<file path="src/rtl/uart_pkg.sv">
// rtl/uart_pkg.sv - readout FSM states, word-to-byte split and TX guard constant
// READOUT_CHECKSUM_EN adds the CHK_SEND/CHK_WAIT states.
package uart_pkg;

  localparam int TX_GUARD_CYCLES = 1;

  typedef enum logic [3:0] {
    IDLE,
    RD_ISSUE,
    RD_WAIT,
    SEND_HI,
    WAIT_HI,
    SEND_LO,
    WAIT_LO,
`ifdef READOUT_CHECKSUM_EN
    CHK_SEND,
    CHK_WAIT,
`endif
    DONE
  } readout_state_t;

  typedef struct packed {
    logic [7:0] hi;
    logic [7:0] lo;
  } byte_pair_t;

  // Word arrives zero-extended to 16 bits, so the upper byte is already padded.
  function automatic byte_pair_t split_word(input logic [15:0] word);
    byte_pair_t pair;
    pair.hi = word[15:8];
    pair.lo = word[7:0];
    return pair;
  endfunction

endpackage

</file>
<file path="src/rtl/tx_byte_sender.sv">
// rtl/tx_byte_sender.sv - start/busy handshake for one byte to the UART transmitter
module tx_byte_sender
  import uart_pkg::*;
(
  input  logic       clk,
  input  logic       rst,
  input  logic [7:0] data,
  input  logic       go,
  input  logic       tx_busy,
  output logic [7:0] tx_data,
  output logic       tx_start,
  output logic       sent
);

  localparam int GW = (TX_GUARD_CYCLES > 0) ? $clog2(TX_GUARD_CYCLES + 1) : 1;

  logic [7:0]    held;
  logic          waiting;
  logic [GW-1:0] guard;

  assign tx_start = go && !waiting && !tx_busy;
  assign tx_data  = go ? data : held;
  // The transmitter raises busy one cycle late, so the guard hides that gap.
  assign sent     = waiting && (guard == '0) && !tx_busy;

  always_ff @(posedge clk) begin
    if (rst) begin
      held    <= 8'h00;
      waiting <= 1'b0;
      guard   <= '0;
    end else if (tx_start) begin
      held    <= data;
      waiting <= 1'b1;
      guard   <= GW'(TX_GUARD_CYCLES);
    end else if (waiting) begin
      if (guard != '0) begin
        guard <= guard - 1'b1;
      end else if (!tx_busy) begin
        waiting <= 1'b0;
      end
    end
  end

endmodule

</file>
<file path="src/rtl/bram_readout_tx.sv">
// rtl/bram_readout_tx.sv - reads a run of BRAM words and sends each as two UART bytes
// READOUT_CHECKSUM_EN appends an XOR checksum byte after the last word.
module bram_readout_tx
  import uart_pkg::*;
#(
  parameter int MEMORY_DEPTH = 1024,
  parameter int DATA_WIDTH   = 10,
  parameter int ADDR_WIDTH   = $clog2(MEMORY_DEPTH)
) (
  input  logic                  clk,
  input  logic                  rst,
  input  logic                  start,
  input  logic [ADDR_WIDTH:0]   length,
  output logic                  bram_en,
  output logic [ADDR_WIDTH-1:0] bram_addr,
  input  logic [DATA_WIDTH-1:0] bram_dout,
  output logic [7:0]            tx_data,
  output logic                  tx_start,
  input  logic                  tx_busy,
  output logic                  busy,
  output logic                  done
);

  localparam logic [ADDR_WIDTH:0]   MAX_LEN   = (ADDR_WIDTH + 1)'(MEMORY_DEPTH);
  localparam logic [ADDR_WIDTH-1:0] LAST_ADDR = ADDR_WIDTH'(MEMORY_DEPTH - 1);
`ifdef READOUT_CHECKSUM_EN
  localparam readout_state_t AFTER_LAST = CHK_SEND;
`else
  localparam readout_state_t AFTER_LAST = DONE;
`endif

  readout_state_t      state, next_state;
  logic [ADDR_WIDTH:0] len_q, word_cnt, cnt_next;
  logic [15:0]         word_q;
  byte_pair_t          bytes;
  logic [7:0]          send_byte;
  logic                send_go, sent, accept, word_done;
`ifdef READOUT_CHECKSUM_EN
  logic [7:0]          csum;
`endif

  assign bytes     = split_word(word_q);
  assign cnt_next  = word_cnt + 1'b1;
  assign accept    = (state == IDLE) && start;
  assign word_done = (state == WAIT_LO) && sent;

  assign bram_en = (state == RD_ISSUE);
  assign done    = (state == DONE);
  assign busy    = (state != IDLE) && (state != DONE);

  tx_byte_sender u_sender (
    .clk      (clk),
    .rst      (rst),
    .data     (send_byte),
    .go       (send_go),
    .tx_busy  (tx_busy),
    .tx_data  (tx_data),
    .tx_start (tx_start),
    .sent     (sent)
  );

  always_ff @(posedge clk) begin
    if (rst) begin
      state <= IDLE;
    end else begin
      state <= next_state;
    end
  end

  always_comb begin
    next_state = state;
    send_go    = 1'b0;
    send_byte  = bytes.hi;
    case (state)
      IDLE: begin
        if (start) begin
          next_state = (length == '0) ? AFTER_LAST : RD_ISSUE;
        end
      end
      RD_ISSUE: next_state = RD_WAIT;
      RD_WAIT:  next_state = SEND_HI;
      SEND_HI: begin
        send_go = 1'b1;
        if (tx_start) next_state = WAIT_HI;
      end
      WAIT_HI: begin
        if (sent) next_state = SEND_LO;
      end
      SEND_LO: begin
        send_byte = bytes.lo;
        send_go   = 1'b1;
        if (tx_start) next_state = WAIT_LO;
      end
      WAIT_LO: begin
        send_byte = bytes.lo;
        if (sent) next_state = (cnt_next == len_q) ? AFTER_LAST : RD_ISSUE;
      end
`ifdef READOUT_CHECKSUM_EN
      CHK_SEND: begin
        send_byte = csum;
        send_go   = 1'b1;
        if (tx_start) next_state = CHK_WAIT;
      end
      CHK_WAIT: begin
        send_byte = csum;
        if (sent) next_state = DONE;
      end
`endif
      DONE:    next_state = IDLE;
      default: next_state = IDLE;
    endcase
  end

  always_ff @(posedge clk) begin
    if (rst) begin
      len_q     <= '0;
      word_cnt  <= '0;
      bram_addr <= '0;
      word_q    <= 16'h0000;
    end else begin
      if (accept) begin
        len_q     <= (length > MAX_LEN) ? MAX_LEN : length;
        word_cnt  <= '0;
        bram_addr <= '0;
      end
      if (state == RD_WAIT) begin
        word_q <= 16'(bram_dout);
      end
      if (word_done) begin
        word_cnt <= cnt_next;
        if (cnt_next != len_q) begin
          bram_addr <= (bram_addr == LAST_ADDR) ? '0 : bram_addr + 1'b1;
        end
      end
    end
  end

`ifdef READOUT_CHECKSUM_EN
  always_ff @(posedge clk) begin
    if (rst || accept) begin
      csum <= 8'h00;
    end else if (tx_start && (state != CHK_SEND)) begin
      csum <= csum ^ tx_data;
    end
  end
`endif

endmodule
</file>
<file path="config.mk">
export PLATFORM = sky130hd
export DESIGN_NAME = bram_readout_tx
export DESIGN_NICKNAME = d
export VERILOG_FILES = /design/src/rtl/uart_pkg.sv /design/src/rtl/tx_byte_sender.sv /design/src/rtl/bram_readout_tx.sv
export SDC_FILE = /design/constraint.sdc
export NUM_CORES = 1
export LEC_CHECK = 0
export ABC_CLOCK_PERIOD_IN_PS = 2700
export CORE_ASPECT_RATIO = 0.8
export CORE_MARGIN = 10
export CORE_UTILIZATION = 54
export DETAILED_ROUTE_END_ITERATION = 16
export PLACE_DENSITY_LB_ADDON = 0.2
export SLEW_MARGIN = 40
export SYNTH_ARGS = -nofsm -noshare
export SYNTH_HDL_FRONTEND = slang
export SYNTH_HIERARCHICAL = 1
export SYNTH_SLANG_ARGS = --single-unit
export TNS_END_PERCENT = 30
</file>
<file path="constraint.sdc">
create_clock -name clk -period 2.7 [get_ports clk]
set_input_delay 0.54 -clock clk [delete_from_list [all_inputs] [get_ports clk]]
set_output_delay 0.54 -clock clk [all_outputs]
set_load 0.05 [all_outputs]
</file>
======== Word-level counts from Yosys, hierarchy flattened ========
Index checks and enable logic that the tools add are counted.
W data, S select, Z words.
word-level totals
  bits in registers ....................... 56
  input port bits ......................... 25
  output and inout bits ................... 22
  logic and storage cells ................. 71
cells by class
  $add $sub $neg .......................... 3
  magnitude comparators ................... 1
  equality and inequality tests ........... 16
  multiplexer cells ....................... 25
  bitwise logic cells ..................... 1
  reduce and logical (&&, ||, !) cells .... 17
operator list
  operator                 number
  $mux W10                 4
  $mux W11                 3
  $pmux W4 S7              1
  $mux W4                  5
  $eq A4 B3 Y1 const B     4
  $mux W8                  2
  $add A11 B1 Y11 const B  1
  $eq A11 B11 Y1           1
  $gt A11 B11 Y1 const B   1
  $logic_not A11 Y1        1
  $ne A11 B11 Y1           1
  $add A10 B1 Y10 const B  1
  $eq A10 B10 Y1 const B   1
  $ne A2 B2 Y1 const B     5
  $eq A4 B2 Y1 const B     2
  $mux W1                  8
  $logic_and A1 B1 Y1      7
  $mux W3                  2
  $reduce_and A5 Y1        1
  $eq A4 B1 Y1 const B     1
  $logic_not A4 Y1         1
  $ne A4 B3 Y1 const B     1
  $reduce_bool A2 Y1       2
  $reduce_bool A4 Y1       1
  other kinds (4)          6

======== Logic depth before layout (Yosys ltp) ========
  depth after elaboration ................. 7
  depth in mapped cells ................... 10
  mapped depth without buffers ............ 8

======== Hierarchy ========
Netlist, hierarchy kept.
modules (own cells, without submodules)
  module           times used  cells each  area each (µm²)  sequential area each (µm²)
  bram_readout_tx  1           307         2,507.4          900.9
  tx_byte_sender   1           52          551.8            200.2

======== Worst setup path before layout ========
Ideal clock, no wire load.
  path kind ............................... register -> output
  start point ............................. register state[2]
  end point ............................... output port tx_data[0]
  data arrival time ....................... 1,776 ps
  required time ........................... 2,160 ps
  setup slack ............................. 384 ps
  stages on the path, launching flop included .. 5
  path buffers ............................ 1
  path through ............................ dfxtp_1 clkbuf_1 a21boi_1 mux2_2 mux2_2
on the way
  longest elaborated chain between the ends .. 4
  elaborated cells on any way between the ends .. 8
  those cells by class .................... eq/ne (3); mux (3); reduce/logical (2)
ends and longest elaborated chain
  what                                 RTL line               RTL
  start: declaration                   bram_readout_tx.sv:32  readout_state_t state, next_state;
  start signal: assignment             bram_readout_tx.sv:66  state <= next_state;
  $eq A4 B3 Y1                         bram_readout_tx.sv:74  case (state)
  $reduce_or A2 Y1 (no source line) *  -
  $mux W8 *                            bram_readout_tx.sv:74
  via send_byte[0]                     bram_readout_tx.sv:36  logic [7:0] send_byte;
  $mux W8 *                            tx_byte_sender.sv:22   assign tx_data = go ? data : held;
  end: declaration                     bram_readout_tx.sv:17  output logic [7:0] tx_data,
Mark *: on every way through the listed nets, which the timed path passes. The rest lies on a longest branch.

======== Worst setup path after layout ========
  start point ............................. register state[1]
  end point ............................... output port tx_data[1]
The elaborated chain is that of the path after synthesis.

==> flow_summary.ini <==
[cts]
postCtsHoldBufs = 0
cts_tree = yes
clkSlewWorstSetupHoldPaths_ns = 0.11
cts_buffers = 5
ctsHtreeMaxLevel = 2
cts.path.max_buffers = 2
post_cts_buffers = 0
cts_root_buf = clkbuf_8
clock_latency_ns = 0.31
cts_sinks = 55

[global_route]
grt_start_max_net_pins = 34
first_global_vias = 2531
grt_pass1_wl_um = 11600
grt_usage_pct = 14.9
antenna_found_initial = 0
grt_overflow = 0

[synthesis]
synth_cell_types = 54
synth-seq-area-share_pct = 36.0
syn_nets = 386
synthCells = 359
syn_avg_cell_area_um2 = 8.52
yosys_warnings = 6
synth_seq_cells = 55
async_flop_share_pct = 0
yosys_most_used_dff = dfxtp_1
netlist_area_um2 = 3060
synth_edf_count = 0

[floorplan]
start_util_pct = 56.0
fp.dieH_um = 87.3
rows = 24
die_w_um = 104
dieArea_um2 = 9090
io-pin-count = 47
core_area_um2 = 5470

[timing]
skew_ns = 0.00859
setup_viol = 0
fin_setup_tns_ns = 0
fmax_mhz = 389
tightestPinTransition_ns = 0.665
relSlewSlack_pct = 55.6
slew_violations = 0
fin_crit_ns = 2.57
finalCritPeriodShare_pct = 95.2
hold_viol = 0
rsz0062_at_grt = false

[detailed_routing]
dr.pass1.iters = 6
vias = 2639
drc = 0
routedWlPerCell_um = 14.5
ant_nets = 0
vias_per_cell = 5.52
drtIter0Drc = 156
routed_wl_um = 6930

[power_and_ir_drop]
p_seq_share_pct = 50.9
combPwrFrac_pct = 21.9
ir_worst_vdd_uv = 256
p_switching_uw = 530
p_int_uw = 1200
clockPowerShare_pct = 27.2
p_leak_uw = 0.00134
p_sw_share_pct = 30.7
p_per_area_nw_per_um2 = 472

[place]
globalplace.congestion = 0.840
dp_hpwl_um = 5130
io_buffers = 46

[final_layout]
final_cell_mix = dfxtp_1 (53), nor2_1 (45), clkdlybuf4s50_1 (36)
final_layout_size_suffix_gt1_share_pct = 13.8
finalNetCount = 426
area_delta_synth_final_pct = 19.7
utilization_pct = 67.0
mostFrequentLayoutCell = dfxtp_1
diodes = 0

[job]
max_cap_violations = 0

[critical_path]
crit_chain = nand2b_1 > a21boi_4 > mux2_2 > mux2_2 > buf_4
cp_slowest_cell = dfxtp_2
endpoint_kind = output pin
max_stage_delay_ns = 0.38
crit_required_ns = 2.16
cp_common_cell = mux2_2
ff2ff_setup_slack_ns = 0.21
path_max_fanout = 9
cp.arrival_ns = 2.03
start_kind = flip-flop
critical_path_class = reg -> out

[hold_path]
min_path_type = reg -> reg

[status]
status = completed
==> path summary, 6_finish.rpt <==
check                           cells past startpoint                            end                     startpoint
worst max-delay path                                5                     tx_data[1]          state[1]$_SDFFE_PP0P_
worst min-delay path                                2  u_sender/held[0]$_SDFFE_PP0P_  u_sender/held[0]$_SDFFE_PP0P_
worst max register to register                      9        bram_addr[9]$_SDFF_PP0_       word_cnt[0]$_SDFFE_PP0P_
worst min register to register                      2  u_sender/held[0]$_SDFFE_PP0P_  u_sender/held[0]$_SDFFE_PP0P_
==> critical path, delay by kind of cell (launching register included) <==
family / cells / cell delay (ns)
compound gates: 1 / 0.28
buf+inv: 1 / 0.19
mux: 2 / 0.65
flops: 1 / 0.38
simple gates: 1 / 0.23
==> final cells by class <==
class                   instances  area [um^2]
repair buffers                 57          532
clock inverters                 3         23.8
inverters                       2         7.51
clock buffers                   5         68.8
multi-input cells             278         1830
fillers                       488         1800
flip-flops and latches         55         1100
well taps                      78         97.6
==> through the flow <==
stage | area [um^2] | setup slack [ns] | hold WS (ns) | total power, uW | cells
after global routing | 3660 | 0.0104 | 0.509 | 1810 | 478
final | 3660 | 0.129 | 0.480 | 1730 | 478
after CTS | 3650 | 0.0182 | 0.484 | 1740 | 478
after floorplan | 3060 | 0.384 | 0.446 | 1150 | 359
after detailed placement | 3550 | 0.165 | 0.465 | 1270 | 470
after global placement | 3550 | 0.165 | 0.457 | 1260 | 470
==> metal layers <==
| metal | vias up | global-route usage (%) | part of all wire, % |
|---|---|---|---|
| met2 | 43 | 25.3 | 47 |
| met5 | - | 0 | 0 |
| li1 | 1355 | - | - |
| met3 | 4 | 3.33 | 4.2 |
| met1 | 1237 | 18.8 | 48 |
| met4 | 0 | 3.91 | 0.66 |
==> Yosys cell counts, types with 2 or more instances <==
cell type | instances | share of area, %
dfxtp_1 | 55 | 36
nor2_1 | 45 | 5.5
nand2b_1 | 25 | 5.1
a21oi_1 | 24 | 3.9
mux2i_1 | 20 | 6.5
nand3_1 | 16 | 2.6
nand2_1 | 15 | 1.8
o21ai_0 | 15 | 2.5
clkbuf_1 | 13 | 1.6
nor3_1 | 11 | 1.8
mux2_2 | 10 | 3.7
nor3b_1 | 9 | 2.2
nor4_1 | 9 | 1.8
and2_1 | 8 | 1.6
xnor2_1 | 7 | 2.0
xor2_1 | 6 | 1.7
a22oi_1 | 5 | 1.2
buf_4 | 5 | 1.2
a211o_1 | 4 | 1.1
o21a_1 | 4 | 0.98
or2_2 | 4 | 0.82
a21o_1 | 3 | 0.74
and3_1 | 3 | 0.61
buf_6 | 3 | 1.1
or3_1 | 3 | 0.61
a211oi_1 | 2 | 0.49
a31oi_1 | 2 | 0.41
buf_2 | 2 | 0.33
ha_1 | 2 | 0.82
inv_1 | 2 | 0.25
nor2b_1 | 2 | 0.41
o22ai_1 | 2 | 0.41
or3b_1 | 2 | 0.57
==> kinds of logic after synthesis <==
| logic type | after synthesis | share of synthesized area (%) |
|---|---|---|
| buf+inv | 26 | 4.62 |
| mux | 30 | 10.2 |
| fa+ha+maj | 2 | 0.818 |
| flops | 55 | 36.0 |
| xor+xnor | 14 | 4.46 |
| simple gates | 162 | 29.4 |
| compound gates | 70 | 14.5 |
==> timing repair <==
item | in CTS | in global routing
resized for setup | 2 | 3
gates cloned | 0 | 0
endpoints found under the setup margin | 2 | 3
==> power groups by stage <==
stage | logic [uW] | clock network, uW | registers, uW
after floorplan | 267 | 0 | 879
after global placement | 366 | 0 | 895
after detailed placement | 370 | 0 | 896
after CTS | 375 | 483 | 878
after global routing | 409 | 516 | 886
final | 378 | 470 | 880
==> registers in the layout (all words and copies together), names as in the netlist <==
register / count
bram_addr: 10
bytes: 10
len_q: 11
state: 3
u_sender/guard: 1
u_sender/held: 8
u_sender/waiting: 1
word_cnt: 11
(Power assumes the default switching activity.)
